===== src/rtl/udma_stream_packer_pkg.sv =====
// Shared types and helpers for the uDMA stream packer: datasize encoding and
// conversions between the 2-bit datasize code and a byte count.
package udma_stream_packer_pkg;

  typedef enum logic [1:0] {
    DS_BYTE = 2'b00,
    DS_HALF = 2'b01,
    DS_WORD = 2'b10
  } udma_dsize_e;

  localparam int BUF_BYTES = 8;

  // The reserved code 2'b11 maps to zero bytes so that such a beat carries no payload.
  function automatic logic [2:0] ds2bytes(input logic [1:0] ds);
    logic [2:0] n;
    case (ds)
      DS_BYTE: n = 3'd1;
      DS_HALF: n = 3'd2;
      DS_WORD: n = 3'd4;
      default: n = 3'd0;
    endcase
    return n;
  endfunction

  function automatic logic [1:0] bytes2ds(input logic [2:0] n);
    logic [1:0] ds;
    case (n)
      3'd4:    ds = DS_WORD;
      3'd2:    ds = DS_HALF;
      default: ds = DS_BYTE;
    endcase
    return ds;
  endfunction

endpackage


===== src/rtl/udma_stream_packer_byte_shifter.sv =====
// 8-byte packing buffer datapath: drops popped bytes from the bottom, keeps the
// next keep_cnt bytes, and writes ins_bytes of ins_data directly above them.
module udma_stream_packer_byte_shifter
  import udma_stream_packer_pkg::*;
(
  input  logic [63:0] buf_cur,
  input  logic [2:0]  pop_bytes,
  input  logic [2:0]  keep_cnt,
  input  logic [31:0] ins_data,
  input  logic [2:0]  ins_bytes,
  output logic [63:0] buf_new
);

  logic [63:0] shifted;
  logic [3:0]  ins_end;

  assign shifted = buf_cur >> {pop_bytes, 3'b000};
  assign ins_end = {1'b0, keep_cnt} + {1'b0, ins_bytes};

  // Lanes above the live data are forced to zero, so stale bytes never leak out.
  generate
    for (genvar gi = 0; gi < BUF_BYTES; gi++) begin : g_lane
      logic       is_kept;
      logic       is_ins;
      logic [1:0] rel;

      assign is_kept = (3'(gi) < keep_cnt);
      assign is_ins  = (4'(gi) >= {1'b0, keep_cnt}) && (4'(gi) < ins_end);
      assign rel     = 2'(gi) - keep_cnt[1:0];

      assign buf_new[gi*8 +: 8] = is_kept ? shifted[gi*8 +: 8] :
                                  is_ins  ? ins_data[{rel, 3'b000} +: 8] :
                                            8'h00;
    end
  endgenerate

endmodule


===== src/rtl/udma_stream_packer.sv =====
// Packs uDMA stream beats (byte/half/word) little-endian into 32-bit words for an
// RX channel, flushing end-of-transfer residue as halfword/byte beats.
module udma_stream_packer
  import udma_stream_packer_pkg::*;
#(
  parameter int DATA_WIDTH = 32
) (
  input  logic                  clk_i,
  input  logic                  rstn_i,
  input  logic                  clr_i,
  input  logic                  cfg_en_i,
  input  logic [DATA_WIDTH-1:0] in_stream_data_i,
  input  logic [1:0]            in_stream_datasize_i,
  input  logic                  in_stream_valid_i,
  input  logic                  in_stream_sot_i,
  input  logic                  in_stream_eot_i,
  output logic                  in_stream_ready_o,
  output logic [DATA_WIDTH-1:0] rx_ch_data_o,
  output logic [1:0]            rx_ch_datasize_o,
  output logic                  rx_ch_valid_o,
  input  logic                  rx_ch_ready_i,
  output logic                  err_o,
  output logic                  busy_o
);

  typedef enum logic {ST_FILL, ST_FLUSH} state_e;

  state_e      state_reg, state_next;
  logic [63:0] buf_reg, buf_next, buf_shift;
  logic [2:0]  cnt_reg, cnt_next;
  logic        err_reg, err_next;

  logic [2:0]  n_out, n_in, pop_bytes, keep_cnt;
  logic        pk_valid, pk_ready, pop, push, drop, bad_ds;

  // A full word leaves whenever available; partial beats only while flushing.
  always_comb begin
    n_out = 3'd0;
    if (cnt_reg >= 3'd4) begin
      n_out = 3'd4;
    end else if (state_reg == ST_FLUSH) begin
      n_out = (cnt_reg >= 3'd2) ? 3'd2 : cnt_reg;
    end
  end

  assign pk_valid  = (n_out != 3'd0);
  assign pk_ready  = (state_reg == ST_FILL) && ((cnt_reg < 3'd4) || rx_ch_ready_i);
  assign pop       = cfg_en_i && pk_valid && rx_ch_ready_i;
  assign push      = cfg_en_i && in_stream_valid_i && pk_ready;
  assign bad_ds    = (in_stream_datasize_i == 2'b11);
  assign drop      = push && in_stream_sot_i && (cnt_reg != 3'd0);
  assign pop_bytes = pop ? n_out : 3'd0;
  assign n_in      = push ? ds2bytes(in_stream_datasize_i) : 3'd0;
  assign keep_cnt  = drop ? 3'd0 : (cnt_reg - pop_bytes);

  udma_stream_packer_byte_shifter u_shifter (
    .buf_cur   (buf_reg),
    .pop_bytes (pop_bytes),
    .keep_cnt  (keep_cnt),
    .ins_data  (in_stream_data_i[31:0]),
    .ins_bytes (n_in),
    .buf_new   (buf_shift)
  );

  always_comb begin
    state_next = state_reg;
    cnt_next   = cnt_reg;
    buf_next   = buf_reg;
    err_next   = err_reg;
    if (cfg_en_i) begin
      cnt_next = keep_cnt + n_in;
      buf_next = buf_shift;
      err_next = err_reg | (push & (bad_ds | drop));
      case (state_reg)
        ST_FILL: begin
          if (push && in_stream_eot_i && (cnt_next != 3'd0)) begin
            state_next = ST_FLUSH;
          end
        end
        ST_FLUSH: begin
          if (cnt_next == 3'd0) begin
            state_next = ST_FILL;
          end
        end
        default: state_next = ST_FILL;
      endcase
    end
  end

  always_ff @(posedge clk_i or negedge rstn_i) begin
    if (!rstn_i) begin
      state_reg <= ST_FILL;
      cnt_reg   <= 3'd0;
      buf_reg   <= 64'd0;
      err_reg   <= 1'b0;
    end else if (clr_i) begin
      state_reg <= ST_FILL;
      cnt_reg   <= 3'd0;
      buf_reg   <= 64'd0;
      err_reg   <= 1'b0;
    end else begin
      state_reg <= state_next;
      cnt_reg   <= cnt_next;
      buf_reg   <= buf_next;
      err_reg   <= err_next;
    end
  end

  // Bypass is purely combinational; the packer state is left untouched.
  assign rx_ch_data_o      = cfg_en_i ? buf_reg[DATA_WIDTH-1:0] : in_stream_data_i;
  assign rx_ch_datasize_o  = cfg_en_i ? bytes2ds(n_out) : in_stream_datasize_i;
  assign rx_ch_valid_o     = cfg_en_i ? pk_valid : in_stream_valid_i;
  assign in_stream_ready_o = cfg_en_i ? pk_ready : rx_ch_ready_i;
  assign err_o             = err_reg;
  assign busy_o            = (state_reg != ST_FILL) || (cnt_reg != 3'd0);

endmodule


===== config.mk =====
export PLATFORM = sky130hd
export DESIGN_NAME = udma_stream_packer
export DESIGN_NICKNAME = d
export VERILOG_FILES = /design/src/rtl/udma_stream_packer_pkg.sv /design/src/rtl/udma_stream_packer_byte_shifter.sv /design/src/rtl/udma_stream_packer.sv
export SDC_FILE = /design/constraint.sdc
export NUM_CORES = 1
export LEC_CHECK = 0
export ABC_AREA = 1
export BUFFER_PORTS_ARGS = -buffer_cell sky130_fd_sc_hd__buf_2
export CORE_MARGIN = 8
export CORE_UTILIZATION = 55
export DETAILED_ROUTE_END_ITERATION = 10
export PLACE_DENSITY = 0.77
export SYNTH_ARGS = -nofsm -noshare
export SYNTH_HDL_FRONTEND = slang
export SYNTH_SLANG_ARGS = --single-unit

===== constraint.sdc =====
create_clock -name clk_i -period 10.9 [get_ports clk_i]
set_input_delay 3.27 -clock clk_i [delete_from_list [all_inputs] [get_ports clk_i]]
set_output_delay 3.27 -clock clk_i [all_outputs]
set_load 0.01 [all_outputs]

=== After elaboration in Yosys (flattened, before gate mapping) ===
Cells that the tools add are included.

* Add/sub/neg operators: 7
* Muxes and demuxes: 39
* Bitwise gates (word level): 4
* Equal/unequal tests: 5
* Reductions and logical operators: 24
* Shifts and indexed selects: 5
* $lt $le $gt $ge: 26

{| class="wikitable"
|+ Operators by type and width
! kind !! number
|-
| 64-bit two-way mux || 2
|-
| 8-bit two-way mux || 16
|-
| 32-bit by 6-bit indexed part select with 8-bit output || 4
|-
| 64-bit by 6-bit right shift with 64-bit output || 1
|-
| 32-bit two-way mux || 1
|-
| 3-bit two-way mux || 8
|-
| 1-bit logical AND || 16
|-
| 3-bit by 4-bit < comparator with 1-bit output, first input constant || 4
|-
| 3-bit < comparator, first input constant || 4
|-
| 3-bit >= comparator, first input constant || 3
|-
| 3-bit one-hot mux with 3 select lines || 1
|-
| 3-bit nonzero test || 3
|-
| 1-bit by 4-bit < comparator with 1-bit output, first input constant || 2
|-
| 2-bit by 4-bit < comparator with 1-bit output, first input constant || 2
|-
| 1-bit two-way mux || 8
|-
| 1-bit by 3-bit >= comparator with 1-bit output, first input constant || 2
|-
| 2-bit by 3-bit >= comparator with 1-bit output, first input constant || 2
|-
| 1-bit by 3-bit < comparator with 1-bit output, first input constant || 2
|-
| 2-bit by 3-bit < comparator with 1-bit output, first input constant || 2
|-
| 3-bit by 3-bit adder with 4-bit output || 1
|-
| 2-bit == test, second input constant || 2
|-
| 2-bit one-hot mux with 2 select lines || 1
|-
| 1-bit by 2-bit subtractor with 2-bit output, first input constant || 2
|-
| 2-bit subtractor, first input constant || 2
|-
| 17 further kinds || 19
|}

* Register bits: 69
* Word-level logic and storage cells: 114
* Input port bits: 42

=== Logic depth before layout (Yosys ltp) ===
* Depth after elaboration: 17
* Depth in mapped cells: 27

=== Hierarchy ===
Synthesis repeated with hierarchy kept, for this count alone.

* Cell total of the unflattened synthesis: 1243
* Area, all modules: 7110.6 um^2

{| class="wikitable"
|+ By module, submodules not included
! module !! cells each !! seq. area each (um^2) !! area each (um^2) !! instances
|-
| udma_stream_packer_byte_shifter || 806 || 0.0 || 3649.8 || 1
|-
| udma_stream_packer || 437 || 1726.7 || 3460.8 || 1
|}

=== Worst setup path before layout ===
OpenSTA, ideal clock, no wires.

* Path kind: in2out
* From: input cfg_en_i
* To: output rx_ch_data_o[10]
* Slack: 3.465 ns
* Path buffers: 3
* Cell stages on the path: 5
* Data arrival time: 4.165 ns
* Cell sequence: buf_2 -> clkbuf_1 -> clkbuf_1 -> nand2_1 -> o21ai_0

* Word-level cells in the longest chain between the ends: 1

{| class="wikitable"
|+ Ends and longest elaborated chain
! what !! RTL line !! RTL
|-
| start: declaration || udma_stream_packer.sv:11 || <nowiki>input logic cfg_en_i,</nowiki>
|-
| 32-bit two-way mux || udma_stream_packer.sv:110 || <nowiki>assign rx_ch_data_o = cfg_en_i ? buf_reg[DATA_WIDTH-1:0] : in_stream_data_i;</nowiki>
|-
| end: declaration || udma_stream_packer.sv:18 || <nowiki>output logic [DATA_WIDTH-1:0] rx_ch_data_o,</nowiki>
|}

Every way passes these cells.

=== Final worst setup path ===
* From: input cfg_en_i
* To: register buf_reg[8]

* Word-level cells in the longest chain between the ends: 12

{| class="wikitable"
|+ Ends and longest elaborated chain
! what !! RTL line !! RTL
|-
| parallel branches: the longest is 12 deep, another holds 3-bit subtractor || n/a ||
|-
| end signal: assignment || udma_stream_packer.sv:104 || <nowiki>buf_reg <= buf_next;</nowiki>
|-
| end: declaration || udma_stream_packer.sv:29 || <nowiki>logic [63:0] buf_reg, buf_next, buf_shift;</nowiki>
|}

Parallel ways; which one is timed is not known. The select of a mux whose other input is x is not followed.
A chain may end at the register's enable or synchronous reset.

==> run_results.csv <==
group,metric,value,unit
routing,drtPass1Iterations,6,
worst_setup_path,r2r_start,"cnt_reg[2]",
clock_tree,holdBufCountCts,0,
floorplanning,die_w,127,µm
timing,final-max-slew-violation-count,0,
placed_design,io_buffers,79,
logic_synthesis,syn-num-nets,1250,
routing,num_vias,8342,
worst_setup_path,cpPeakStageDelay,0.53,ns
logic_synthesis,yosysWarnings,0,
grt,grt_first_pass_wirelength,42200,µm
clock_tree,clockBufferDepth,2,
placed_design,place_congestion,0.995,
timing,hold_viol,0,
min_path,hp-start,"buf_reg[52]",
logic_synthesis,synthTopCellsByCount,"522 x nand2_1, 245 x nand3_1, 96 x inv_1",
routing,postRouteAntennaNets,0,
logic_synthesis,yosysTopAreaCellShare,0.287,
timing,tightest_slew,1.17,ns
timing,fin_skew,0.00646,ns
logic_synthesis,ys_ff_latch,69,
worst_setup_path,worstRegToRegCells,20,
timing,relSlewSlack,0.222,
routing,via_per_inst,5.91,
floorplanning,die_h,127,µm
worst_setup_path,worst-path-stages,22,
worst_setup_path,crit_buf_inv,7,
min_path,min_path_type,"register to register",
worst_setup_path,cpMostUsedCell,"nand2_1",
worst_setup_path,crit_fanout,72,
routing,first_iter_violations,987,
worst_setup_path,path_class,"input port to register",
logic_synthesis,yosysMostFrequentCell,"nand2_1",
layout,largest_register_ffs,64,
run,max_cap_violations,0,
routing,drcViolationCount,0,
grt,overflow,0,
pwr,pwr_density_cell,98.3,nW/µm²
pwr,p_leak,4.09,nW
clock_tree,post_cts_resized,0,
logic_synthesis,synth_edf_count,0,
floorplanning,coreArea,12100,µm²
pwr,irDropWorstVdd,58.2,µV
worst_setup_path,reg2reg_to,"buf_reg[8]",
clock_tree,cts_buffers,9,
outcome,status,"complete, no violations",
worst_setup_path,cp-endpoint,"buf_reg[8]",
logic_synthesis,postSynthAreaPerCell,5.69,µm²
floorplanning,initial_utilization,0.566,
worst_setup_path,cp_slowest_cell,"buf_4",
grt,track_usage,0.337,
routing,totalWireLength,27400,µm
timing,finalSetupTns,0,ns
logic_synthesis,synth_ff_type,"dfrtp_1",
floorplanning,io_pins,80,
clock_tree,clock_latency,0.35,ns
clock_tree,postCtsSetupBuffers,0,
worst_setup_path,cp-startpoint,"cfg_en_i",
worst_setup_path,required,11.13,ns
timing,rsz0062_at_grt,"no",
timing,period_minus_slack,8.26,ns
placed_design,hpwl,20400,µm
clock_tree,cts_htree_levels,3,
routing,wl_per_cell,19.4,µm
clock_tree,cts.clk_slew.worst_paths,0.06,ns
clock_tree,numClockSinks,69,
layout,synthToLayoutAreaGrowth,10.4,%
worst_setup_path,crit_chain,"buf_2, buf_4, inv_2, nor2_2, nand3_1, nor2_4, buf_4, ha_1, inv_1, fa_1, nand2_2, inv_2, fa_1, or2_1, nand2_1, inv_1, nor2_2, nand2_1, nand3_1, nand2_1, nand3_1, nand2_1",
floorplanning,die_area,16200,µm²
floorplanning,num_rows,40,
logic_synthesis,synth_cell_types,37,
grt,grt_max_degree,73,
clock_tree,cts_root_buf,"clkbuf_16",
logic_synthesis,yosysSeqAreaShare,0.253,
worst_setup_path,endpoint_kind,"register",
worst_setup_path,r2r_slack,5.83,ns
clock_tree,cts_tree,"built",
logic_synthesis,syn_area,6830,µm²
layout,nets,1291,
logic_synthesis,ys_top_cells_by_area,"nand2_1 29%, dfrtp_1 25%, nand3_1 18%",
timing,setup_violations,0,
layout,num_antenna_cells,0,
timing,post-route-period-util,0.758,
layout,drive_gt1_frac,0.117,
grt,grt_pass1_vias,7667,
logic_synthesis,syn_inst,1199,
layout,instances_no_fill,1412,
worst_setup_path,critPathArrivalTime,8.49,ns
placed_design,placedCellCount,1397,
worst_setup_path,crit_family,"simple AND/OR/NAND/NOR gates",
timing,max_freq,121,MHz
logic_synthesis,synth_area_leader_cell,"nand2_1",
worst_setup_path,crit_path_start_kind,"input port",
grt,grt_antenna_before_repair,0,
logic_synthesis,async_flop_share,1.00,
==> power breakdown <==
part | leakage [nW] | switching [mW] | internal [mW] | total, mW
sequential | 0.959 | 0.00676 | 0.262 | 0.269
combinational | 2.98 | 0.105 | 0.0407 | 0.145
clock | 0.152 | 0.122 | 0.205 | 0.327
==> cell families (layout without fill, tap and decap cells) <==
group / count (synthesis) / count (layout) / synth area share
flip-flops: 69 / 69 / 0.253
AND/OR/NAND/NOR: 829 / 829 / 0.526
buffers and inverters: 170 / 215 / 0.104
adder cells (fa/ha/maj): 9 / 9 / 0.0187
AO/OA/AOI/OAI: 122 / 122 / 0.0981
==> cell usage in the layout, fill, tap and decap left out, types with 2 or more instances in the layout <==
cell type / n
nand2_1: 522
nand3_1: 245
inv_1: 96
buf_2: 79
dfrtp_1: 69
o21ai_0: 55
a21oi_1: 24
nor2_1: 23
o21ai_1: 17
inv_2: 15
nand4_1: 12
o22ai_1: 10
buf_4: 10
clkbuf_16: 9
nor2_2: 8
ha_1: 7
o211ai_1: 6
nand2_2: 5
nor2_8: 4
nor3_1: 3
a21oi_2: 3
nor2_4: 2
fa_1: 2
bufinv_16: 2
==> through the flow <==
stage                     hold WS, ns  power, mW  area (µm²)  utilization  setup WS (ns)
after global routing            0.496      0.765        7540        0.625           2.19
final                           0.477      0.741        7540        0.625           2.64
after floorplan                 0.449      0.354        6830            -           3.47
after detailed placement        0.465      0.415        7220        0.599           2.30
after CTS                       0.482      0.738        7540        0.625           2.68
after global placement          0.462      0.415        7220        0.599           2.40
==> worst min-delay path by stage <==
| stage | endpoint | slack [ns] | cells past startpoint |
|---|---|---|---|
| floorplan | buf_reg[48] | 0.45 | 2 |
| global placement | buf_reg[37] | 0.46 | 2 |
| detailed placement | buf_reg[52] | 0.47 | 2 |
| CTS | buf_reg[52] | 0.48 | 2 |
| global route | buf_reg[38] | 0.50 | 2 |
| finish | buf_reg[52] | 0.48 | 2 |
==> worst register-to-register path, stage by stage, from the launching register on <==
cell	delay [ns]
dfrtp_1	0.48
nor2_1	0.08
nor2_2	0.14
nand3_1	0.17
nor2_4	0.11
buf_4	0.53
ha_1	0.27
inv_1	0.05
fa_1	0.52
nand2_2	0.41
inv_2	0.28
fa_1	0.48
or2_1	0.23
nand2_1	0.11
inv_1	0.08
nor2_2	0.31
nand2_1	0.31
nand3_1	0.17
nand2_1	0.07
nand3_1	0.09
nand2_1	0.06
==> area by class of cell <==
cell class / count / area (µm²)
Timing Repair Buffer: 89 / 470
Tap cell: 168 / 210
Sequential cell: 69 / 1730
Fill cell: 1241 / 4520
Multi-Input combinational cell: 960 / 4400
Clock buffer: 11 / 243
Clock inverter: 4 / 72.6
Inverter: 111 / 417
==> per-layer routing <==
| layer | part of all wire | GRT usage | vias to the layer above |
|---|---|---|---|
| li1 | - | - | 3951 |
| met1 | 0.39 | 0.399 | 3772 |
| met2 | 0.45 | 0.530 | 513 |
| met3 | 0.087 | 0.0636 | 106 |
| met4 | 0.077 | 0.268 | 0 |
| met5 | 0 | 0 | - |
Note: power is estimated with default switching activity, not from simulation.
